`src/rtl/two_of_five_tx.sv`:
```
// Serial transmitter for 2-of-5 (7-4-2-1-0) code words: one BCD digit per handshake,
// five data bits framed on SOUT/FRAME, followed by a programmable idle gap.
module two_of_five_tx #(
  parameter int GAP       = 1,
  parameter bit MSB_FIRST = 1'b1
) (
  input  logic       CLK,
  input  logic       RST,
  input  logic [3:0] DIGIT,
  input  logic       VALID,
  output logic       READY,
  output logic       SOUT,
  output logic       FRAME,
  output logic       DONE,
  output logic       ERR,
  output logic [4:0] CODE
);

  typedef enum logic [1:0] {S_IDLE, S_SHIFT, S_GAP} state_t;

  localparam int         GAP_M1   = (GAP > 0) ? GAP - 1 : 0;
  localparam logic [3:0] GAP_LOAD = GAP_M1[3:0];

  state_t     state_q, state_d;
  logic [4:0] shreg_q, shreg_d;
  logic [2:0] idx_q, idx_d;
  logic [3:0] cnt_q, cnt_d;
  logic [4:0] code_q, code_d;
  logic       sout_q, sout_d;
  logic       frame_q, frame_d;
  logic       done_q, done_d;
  logic       err_q, err_d;
  logic [4:0] word;

  function automatic logic [4:0] encode(input logic [3:0] d);
    logic [4:0] w;
    case (d)
      4'd0:    w = 5'b11000;
      4'd1:    w = 5'b00011;
      4'd2:    w = 5'b00101;
      4'd3:    w = 5'b00110;
      4'd4:    w = 5'b01001;
      4'd5:    w = 5'b01010;
      4'd6:    w = 5'b01100;
      4'd7:    w = 5'b10001;
      4'd8:    w = 5'b10010;
      4'd9:    w = 5'b10100;
      default: w = 5'b00000;
    endcase
    return w;
  endfunction

  assign word = encode(DIGIT);

  always_comb begin
    state_d = state_q;
    shreg_d = shreg_q;
    idx_d   = idx_q;
    cnt_d   = cnt_q;
    code_d  = code_q;
    sout_d  = 1'b0;
    frame_d = 1'b0;
    done_d  = 1'b0;
    err_d   = 1'b0;
    case (state_q)
      S_IDLE: begin
        if (VALID) begin
          if (DIGIT <= 4'd9) begin
            code_d  = word;
            idx_d   = 3'd0;
            frame_d = 1'b1;
            state_d = S_SHIFT;
            // The first bit leaves the register on the acceptance edge itself.
            if (MSB_FIRST) begin
              sout_d  = word[4];
              shreg_d = {word[3:0], 1'b0};
            end else begin
              sout_d  = word[0];
              shreg_d = {1'b0, word[4:1]};
            end
          end else begin
            err_d = 1'b1;
          end
        end
      end
      S_SHIFT: begin
        if (idx_q != 3'd4) begin
          idx_d   = idx_q + 3'd1;
          frame_d = 1'b1;
          done_d  = (idx_q == 3'd3);
          if (MSB_FIRST) begin
            sout_d  = shreg_q[4];
            shreg_d = {shreg_q[3:0], 1'b0};
          end else begin
            sout_d  = shreg_q[0];
            shreg_d = {1'b0, shreg_q[4:1]};
          end
        end else begin
          idx_d = 3'd0;
          if (GAP > 0) begin
            state_d = S_GAP;
            cnt_d   = GAP_LOAD;
          end else begin
            state_d = S_IDLE;
          end
        end
      end
      S_GAP: begin
        if (cnt_q == 4'd0) state_d = S_IDLE;
        else cnt_d = cnt_q - 4'd1;
      end
      default: state_d = S_IDLE;
    endcase
  end

  always_ff @(posedge CLK) begin
    if (RST) begin
      state_q <= S_IDLE;
      shreg_q <= 5'b0;
      idx_q   <= 3'd0;
      cnt_q   <= 4'd0;
      code_q  <= 5'b0;
      sout_q  <= 1'b0;
      frame_q <= 1'b0;
      done_q  <= 1'b0;
      err_q   <= 1'b0;
    end else begin
      state_q <= state_d;
      shreg_q <= shreg_d;
      idx_q   <= idx_d;
      cnt_q   <= cnt_d;
      code_q  <= code_d;
      sout_q  <= sout_d;
      frame_q <= frame_d;
      done_q  <= done_d;
      err_q   <= err_d;
    end
  end

  assign READY = (state_q == S_IDLE) && !RST;
  assign SOUT  = sout_q;
  assign FRAME = frame_q;
  assign DONE  = done_q;
  assign ERR   = err_q;
  assign CODE  = code_q;

endmodule

```
`config.mk`:
```
export PLATFORM = sky130hd
export DESIGN_NAME = two_of_five_tx
export DESIGN_NICKNAME = d
export VERILOG_FILES = /design/src/rtl/two_of_five_tx.sv
export SDC_FILE = /design/constraint.sdc
export NUM_CORES = 1
export LEC_CHECK = 0
export ABC_AREA = 1
export BUFFER_PORTS_ARGS = -buffer_cell sky130_fd_sc_hd__buf_2
export CAP_MARGIN = 0
export CORE_MARGIN = 1.5
export CORE_UTILIZATION = 40
export CTS_CLUSTER_SIZE = 10
export DETAILED_ROUTE_END_ITERATION = 10
export GPL_TIMING_DRIVEN = 1
export PLACE_DENSITY = 0.66
export SLEW_MARGIN = 20
export SYNTH_ARGS = -nofsm -noshare
export SYNTH_HDL_FRONTEND = slang
export SYNTH_SLANG_ARGS = --single-unit
```
`constraint.sdc`:
```
create_clock -name CLK -period 1.6 [get_ports CLK]
set_input_delay 0.16 -clock CLK [delete_from_list [all_inputs] [get_ports CLK]]
set_output_delay 0.16 -clock CLK [all_outputs]
set_load 0.02 [all_outputs]
```
Word-level counts from Yosys, hierarchy flattened
Memories as Yosys holds them, arrays and structs flattened.
Index checks and enable logic that the tools add are counted.
- $add $sub $neg: 2
- order comparisons: 1
- equality and inequality tests: 10
- mux-type cells: 25
- bitwise operators: 4
- reduce and logical (&&, ||, !) cells: 13
- operators by type and width (kind ; number):
    $mux W5 ; 3
    $ne A2 B2 Y1 const B ; 6
    $pmux W5 S2 ; 1
    $mux W3 ; 3
    $reduce_and A3 Y1 ; 3
    $mux W2 ; 4
    $mux W4 ; 2
    $pmux W4 S2 ; 1
    $reduce_and A4 Y1 ; 2
    $mux W1 ; 7
    $pmux W2 S3 ; 1
    $pmux W3 S2 ; 1
    $reduce_or A3 Y1 ; 2
    $le A4 B4 Y1 const B ; 1
    $logic_not A4 Y1 ; 1
    $not A1 Y1 ; 4
    $pmux W1 S2 ; 2
    $reduce_bool A2 Y1 ; 2
    $sub A4 B1 Y4 const B ; 1
    $add A3 B1 Y3 const B ; 1
    $eq A3 B2 Y1 const B ; 1
    $ne A3 B3 Y1 const B ; 1
    $eq A2 B1 Y1 const B ; 1
    $eq A2 B2 Y1 const B ; 1
    other kinds (3) ; 3
- bits in registers: 23
- bits in read-only memories: 80
- bits of input ports: 7
- output and inout port bits: 10
- logic and storage cells: 65
- memories kept: 1
- memories (memory ; words ; bits a word ; read ports ; clocked after memory_dff ; wr ports ; RTL line ; text):
    (no name shown) ; 16 ; 5 ; 1 ; 0 ; 0 ; 37 ; case (d)

Depth between registers and ports, before layout
Gate-level depths: netlist of run 1.
- depth after elaboration: 4
- depth in mapped cells: 10
- depth with buffers taken out: 10

Worst setup path before layout of run 1
Ideal clock, no wire load.
- kind: register -> register
- start point: register idx_q[0]
- end point: register cnt_q[2]
- arrival time: 1.070 ns
- data required time: 1.485 ns
- path slack: 0.415 ns
- stages on the path, launching flop included: 9
- path through: dfxtp_1 > inv_1 > ha_1 > nand2_1 > inv_1 > nand2_2 > nand2_2 > a21oi_1 > nor2_1
- longest elaborated chain between the ends: 3
- RTL lines (item ; RTL line ; text):
    start: declaration ; 26 ; logic [2:0] idx_q, idx_d;
    start signal: assignment ; 130 ; idx_q <= idx_d;
    $ne A3 B3 Y1 ; 87 ; if (idx_q != 3'd4) begin
    $ne A2 B2 Y1 (no line) ; n/a ;
    $reduce_and A3 Y1 (no line) ; n/a ;
    end signal: assignment ; 131 ; cnt_q <= cnt_d;
    end: declaration ; 27 ; logic [3:0] cnt_q, cnt_d;
Every way passes these cells.
A chain may end at the register's enable or synchronous reset.

Worst setup path after layout of run 1
- start point: register state_q[1]
- end point: output READY
- longest elaborated chain between the ends: 2
- RTL lines (item ; RTL line ; text):
    start: declaration ; 24 ; state_t state_q, state_d;
    start signal: assignment ; 128 ; state_q <= state_d;
    $logic_not A2 Y1 ; 140 ; assign READY = (state_q == S_IDLE) && !RST;
    $logic_and A1 B1 Y1 ; 140 ;
    end: declaration ; 11 ; output logic READY,
Every way passes these cells.

==> run metrics, run 1 <==
Final Slew Violations 0; hold crit path type input port to flip-flop; Resize count post-CTS 0; layout cell share with drive strength beyond 1 25.81%; DRT antenna net count 0; RSZ-0062 raised after global routing no; via/cell ratio 4.635; Setup Viol. Count Final 0; Area growth, synth to finish 14.00%; Worst-Skew Late Latency 0.31 ns; crit path from state_q[1]; initial antenna violation count 0; CTS clk-pin slew, worst paths 0.12 ns; CTS buffer count 3; CP Class flip-flop to output port; post-synthesis adder-cell area fraction 10.85%; compound-cell area share of the yosys netlist 10.65%; Seq/Total Area, Yosys 34.71%; GPL Wtd Cong 0.9263; Netlist cell types 23; largest cells by area after synthesis dfxtp_1 (35%), nand2_1 (12%), ha_1 (11%); total global routing overflow 0; Tmin final 1.492 ns; first-pass GRT wire length 4.071 mm; mapped cell area 1269 um2; 1st-iter DRT viols 65; Routed WL 2.338 mm; Fin Setup TNS 0 ns; CTS Hold Bufs 0; multi-input logic area 732.0 um2; WP data required 1.44 ns; Peak VDD IR 322.0 uV; Layout Cells excl Fill 230; status finished, final reports clean; initial core utilization 41.90%; die width 59.32 um; FF+latch count, synth 22; Bufs on Longest Clock Path 2; io pins 17; simple-gate share of the synthesized area 36.19%; max frequency 670.1 MHz; XOR/XNOR Fraction of Synth Area 0%; die area 3519 um2; Root Driver clkbuf_4; Post CTS Setup Buffer Count 0; Fillers 291; largest area contributor in the netlist dfxtp_1; PD cells 850.4 nW/um2; vias in the first global route 972; post-DP HPWL 1.836 mm; nets 205; Synth Warn # 0; Synth top area share 34.71%; max cap viols 0; Hold Crit Depth 3; Core Region 3028 um2; final hold violations 0; DR DRC count 0; multiplexer share of the synthesized area 0%; hold path start DIGIT[3]; CP arrival 1.33 ns; Critical Path Sink Type output port; dpl cells 226; Mapped Nets 186; Worst Setup Start Kind flip-flop; Synth Instances 168; Storage cell area 440.4 um2; Setup Skew 0.001871 ns; number of H-tree levels 1; per-cell routed wire length 10.17 um; largest family of logic cells by synthesized area simple AND/OR/NAND/NOR gates; FF-to-FF Start idx_q[0]; Slew HR 74.98%; clk sinks 22; worst-margin pin slew 0.3754 ns; CTS tree yes; ANT cells 0; die height 59.32 um; row count 20; Pleak 0.6951 nW; IO Port Bufs 16; Avg Cell Area, Syn 7.552 um2; gr usage total 15.05%; final cycle utilization of the critical path 93.27%; via count 1066; First-pass DRT Iterations 4; largest net degree at the start of global routing 19; Reg2Reg Depth 8; critical-path maximum fanout 5
[per-layer routing]
layer | vias up | part of all wire, % | track usage, %
met5 | - | 0 | 0
met4 | 0 | 1.3 | 6.494
met3 | 4 | 2.5 | 2.620
met2 | 15 | 48 | 24.49
met1 | 478 | 48 | 19.44
li1 | 569 | - | -
[power breakdown]
part	internal, mW	switching [mW]	leakage, nW	total, mW
registers	0.572	0.0125	0.179	0.585
logic	0.0724	0.143	0.488	0.215
clock network	0.253	0.177	0.0279	0.430
[through the flow]
| step | worst slack [ns] | cell area [um2] | util (%) | power (mW) | hold WS, ns |
|---|---|---|---|---|---|
| global route | 0.007292 | 1446 | 47.77 | 1.303 | 0.1818 |
| detailed placement | 0.2185 | 1394 | 46.03 | 0.8116 | 0.4534 |
| finish | 0.1077 | 1446 | 47.77 | 1.230 | 0.2034 |
| CTS | 0.08916 | 1446 | 47.77 | 1.249 | 0.1817 |
| floorplan | 0.4147 | 1269 | - | 0.7569 | 0.3108 |
| global placement | 0.2569 | 1394 | 46.03 | 0.8068 | 0.4483 |
[cell families (layout without fill, tap and decap cells)]
family                   count (synthesis)  in the layout
AND/OR/NAND/NOR                         90             90
AO/OA/AOI/OAI                           20             20
adder cells (fa/ha/maj)                 11             11
flip-flops                              22             22
buffers and inverters                   25             43
[final cells by class]
class,instances,share of cell area (%)
Clock inverter,1,2.076
Inverter,23,5.969
Multi-Input combinational cell,121,50.61
Sequential cell,22,30.45
Clock buffer,3,1.557
Tap cell,44,3.806
Timing Repair Buffer,16,5.536
[critical path, cell delays in order (launching register included)]
cell     delay (ns)
dfxtp_1        0.41
nor2_4         0.25
inv_1          0.09
nor2_1         0.10
buf_2          0.17
[worst paths after layout]
check	to	slack (ns)
setup / recovery	READY	0.11
setup reg to reg	cnt_q[2]	0.30
hold / removal	ERR	0.20
hold reg to reg	CODE[0]	0.47
[Yosys cell counts (all sizes together)]
master / number
o211ai: 1
o21ai: 2
or2: 1
nand4: 1
nor3: 1
nand3: 12
ha: 11
a21oi: 16
buf: 2
nor4: 1
o21a: 1
dfxtp: 22
inv: 23
nor2: 23
nand2: 51
[sequential cells by signal, indices dropped and copies added (netlist names)]
signal / count
CODE: 5
DONE: 1
ERR: 1
FRAME: 1
SOUT: 1
cnt_q: 4
idx_q: 3
shreg_q: 4
state_q: 2
[cell usage in the layout, fill, tap and decap left out]
| cell | synthesis | final |
|---|---|---|
| nand4_1 | 1 | 1 |
| nand2_2 | 7 | 7 |
| o211ai_1 | 1 | 1 |
| o21a_1 | 1 | 1 |
| a21oi_2 | 5 | 5 |
| inv_2 | 5 | 5 |
| dfxtp_1 | 22 | 22 |
| bufinv_16 | 0 | 1 |
| nand3_1 | 8 | 8 |
| or2_2 | 1 | 1 |
| o21ai_0 | 1 | 1 |
| nand2_4 | 2 | 2 |
| a21oi_1 | 11 | 11 |
| buf_2 | 2 | 16 |
| nand3_2 | 1 | 1 |
| nand2_1 | 42 | 42 |
| nor2_4 | 3 | 3 |
| nor4_1 | 1 | 1 |
| nor3_1 | 1 | 1 |
| ha_1 | 11 | 11 |
| o21ai_4 | 1 | 1 |
| inv_1 | 18 | 18 |
| clkbuf_4 | 0 | 3 |
| nor2_1 | 20 | 20 |
| nand3_4 | 3 | 3 |
(Power assumes the default switching activity.)
==> run 2, diff against run 1 <==
Settings changed: PLACE_DENSITY 0.66 to unset.
==> run 2 against run 1 <==
  * Core utilization did not move
  * Register-to-register slack got worse by 0.04 ns
  * Critical path type unchanged
  * Cell count did not move
  * Hold slack got worse by 0.026 ns
  * Via count fell by 1.2%
  * Sequential power barely moved
  * Cell area did not move
  * Clock power rose by 2%
  * Routed wire length rose by 2.2%
  * Die area did not move
  * Critical path depth did not move
==> run metrics, run 2 (same netlist as run 1, synthesis figures left out) <==
Core Region 3028 um2 (unchanged); max frequency 689.6 MHz (was 670.1 MHz); Pleak 0.6948 nW (was 0.6951 nW); largest net degree at the start of global routing 19 (unchanged); commonest non-fill, non-tap cells in the layout nand2_1 (42), dfxtp_1 (22), nor2_1 (20), inv_1 (18), buf_2 (16) (unchanged); First-pass DRT Iterations 4 (unchanged); Storage cell area 440.4 um2 (unchanged); row count 20 (unchanged); Final Cell Area 1446 um2 (unchanged); total global routing overflow 0 (unchanged); clk sinks 22 (unchanged); crit-path max cell delay 0.40 ns (was 0.41 ns); Worst Setup Start Kind flip-flop (unchanged); Final Slew Violations 0 (unchanged); pre-CTS WS 0.2257 ns (was 0.2185 ns); vias in the first global route 928 (was 972); nets 205 (unchanged); final cycle utilization of the critical path 90.63% (was 93.27%); io pins 17 (unchanged); CTS tree yes (unchanged); Worst-Skew Late Latency 0.32 ns (was 0.31 ns); cells along the critical path nor2_4, inv_1, nor2_1, buf_2 (unchanged); first-pass GRT wire length 3.967 mm (was 4.071 mm); via/cell ratio 4.578 (was 4.635); DRT antenna net count 0 (unchanged); Critical Path Sink Type output port (unchanged); max reg flops 5 (unchanged); WP data required 1.44 ns (about the same); critical-path maximum fanout 5 (unchanged); Final WS setup 0.1500 ns (was 0.1077 ns); CTS buffer count 3 (unchanged); commonest non-fill, non-tap cell in the layout nand2_1 (unchanged); post-DP HPWL 1.865 mm (was 1.836 mm); Slew HR 73.95% (was 74.98%); fin util 47.77% (unchanged); initial core utilization 41.90% (unchanged); Area growth, synth to finish 14.00% (unchanged); Setup Viol. Count Final 0 (unchanged); max cap viols 0 (unchanged); worst-margin pin slew 0.3907 ns (was 0.3754 ns); IO Port Bufs 16 (unchanged); gr usage total 15.11% (was 15.05%); per-cell routed wire length 10.39 um (was 10.17 um); layout cell share with drive strength beyond 1 25.81% (unchanged); Bufs on Longest Clock Path 2 (unchanged); CP arrival 1.29 ns (was 1.33 ns); Fin Setup TNS 0 ns (unchanged); Fillers 309 (was 291); RSZ-0062 raised after global routing no (unchanged); die height 59.32 um (unchanged); Placement Cell Area 1394 um2 (unchanged); WHS 0.1773 ns (was 0.2034 ns); CTS clk-pin slew, worst paths 0.13 ns (was 0.12 ns); status finished, final reports clean (unchanged); ANT cells 0 (unchanged); Tmin final 1.450 ns (was 1.492 ns); DR DRC count 0 (unchanged); multi-input logic area 732.0 um2 (unchanged); GPL Wtd Cong 0.9179 (was 0.9263); hold crit path type input port to flip-flop (unchanged); initial antenna violation count 0 (unchanged); via count 1053 (was 1066); CP Class flip-flop to output port (unchanged); die area 3519 um2 (unchanged); Routed WL 2.390 mm (was 2.338 mm); Peak VDD IR 437.7 uV (was 322.0 uV); Setup Skew 0.0007400 ns (was 0.001871 ns); final hold violations 0 (unchanged); number of H-tree levels 1 (unchanged); 1st-iter DRT viols 42 (was 65); die width 59.32 um (unchanged); PD cells 856.6 nW/um2 (was 850.4 nW/um2); CTS Hold Bufs 0 (unchanged); CP max-delay cell dfxtp_1 (unchanged); Root Driver clkbuf_4 (unchanged)
run 2: final cells by class:
cell class              count  area share [%]
clock buffers               3           1.557
repair buffers             16           5.536
clock inverters             1           2.076
well taps                  44           3.806
flip-flops and latches     22           30.45
multi-input cells         121           50.61
inverters                  23           5.969
run 2: where the power goes:
group	total [mW]	switching (mW)	internal, mW
Combinational	0.215	0.142	0.0733
Sequential	0.585	0.0128	0.572
Clock	0.439	0.185	0.254
run 2: metal layers:
| layer | up-vias | GRT usage (%) | part of all wire (%) |
|---|---|---|---|
| li1 | 561 | - | - |
| met1 | 473 | 18.95 | 49 |
| met2 | 15 | 25.12 | 47 |
| met3 | 4 | 2.620 | 3.1 |
| met4 | 0 | 6.818 | 1.4 |
| met5 | - | 0 | 0 |
run 2: per-stage QoR:
stage | power (mW) | std cells
5_1_grt | 1.296 | 230
3_3_place_gp | 0.8097 | 226
3_5_place_dp | 0.8130 | 226
4_1_cts | 1.253 | 230
2_1_floorplan | 0.7569 | 168
6_report | 1.239 | 230
run 2: worst paths after layout:
check | depth (start not counted) | from | slack (ns) | endpoint
worst max-delay path | 4 | state_q[1] | 0.15 | READY
worst min register to register | 2 | CODE[0] | 0.47 | CODE[0]
worst min-delay path | 3 | VALID | 0.18 | ERR
worst max register to register | 8 | idx_q[0] | 0.26 | cnt_q[2]
run 2: timing repair:
action / 4_1_cts / 5_1_grt
setup buffers: 0 / 0
endpoints found under the setup margin: 0 / 1
resized for setup: 0 / 0
run 2: critical path: cells and delay by family (launching register included):
kind	cells	cell delay (ns)
flip-flops	1	0.40
AND/OR/NAND/NOR	2	0.32
buffers and inverters	2	0.25
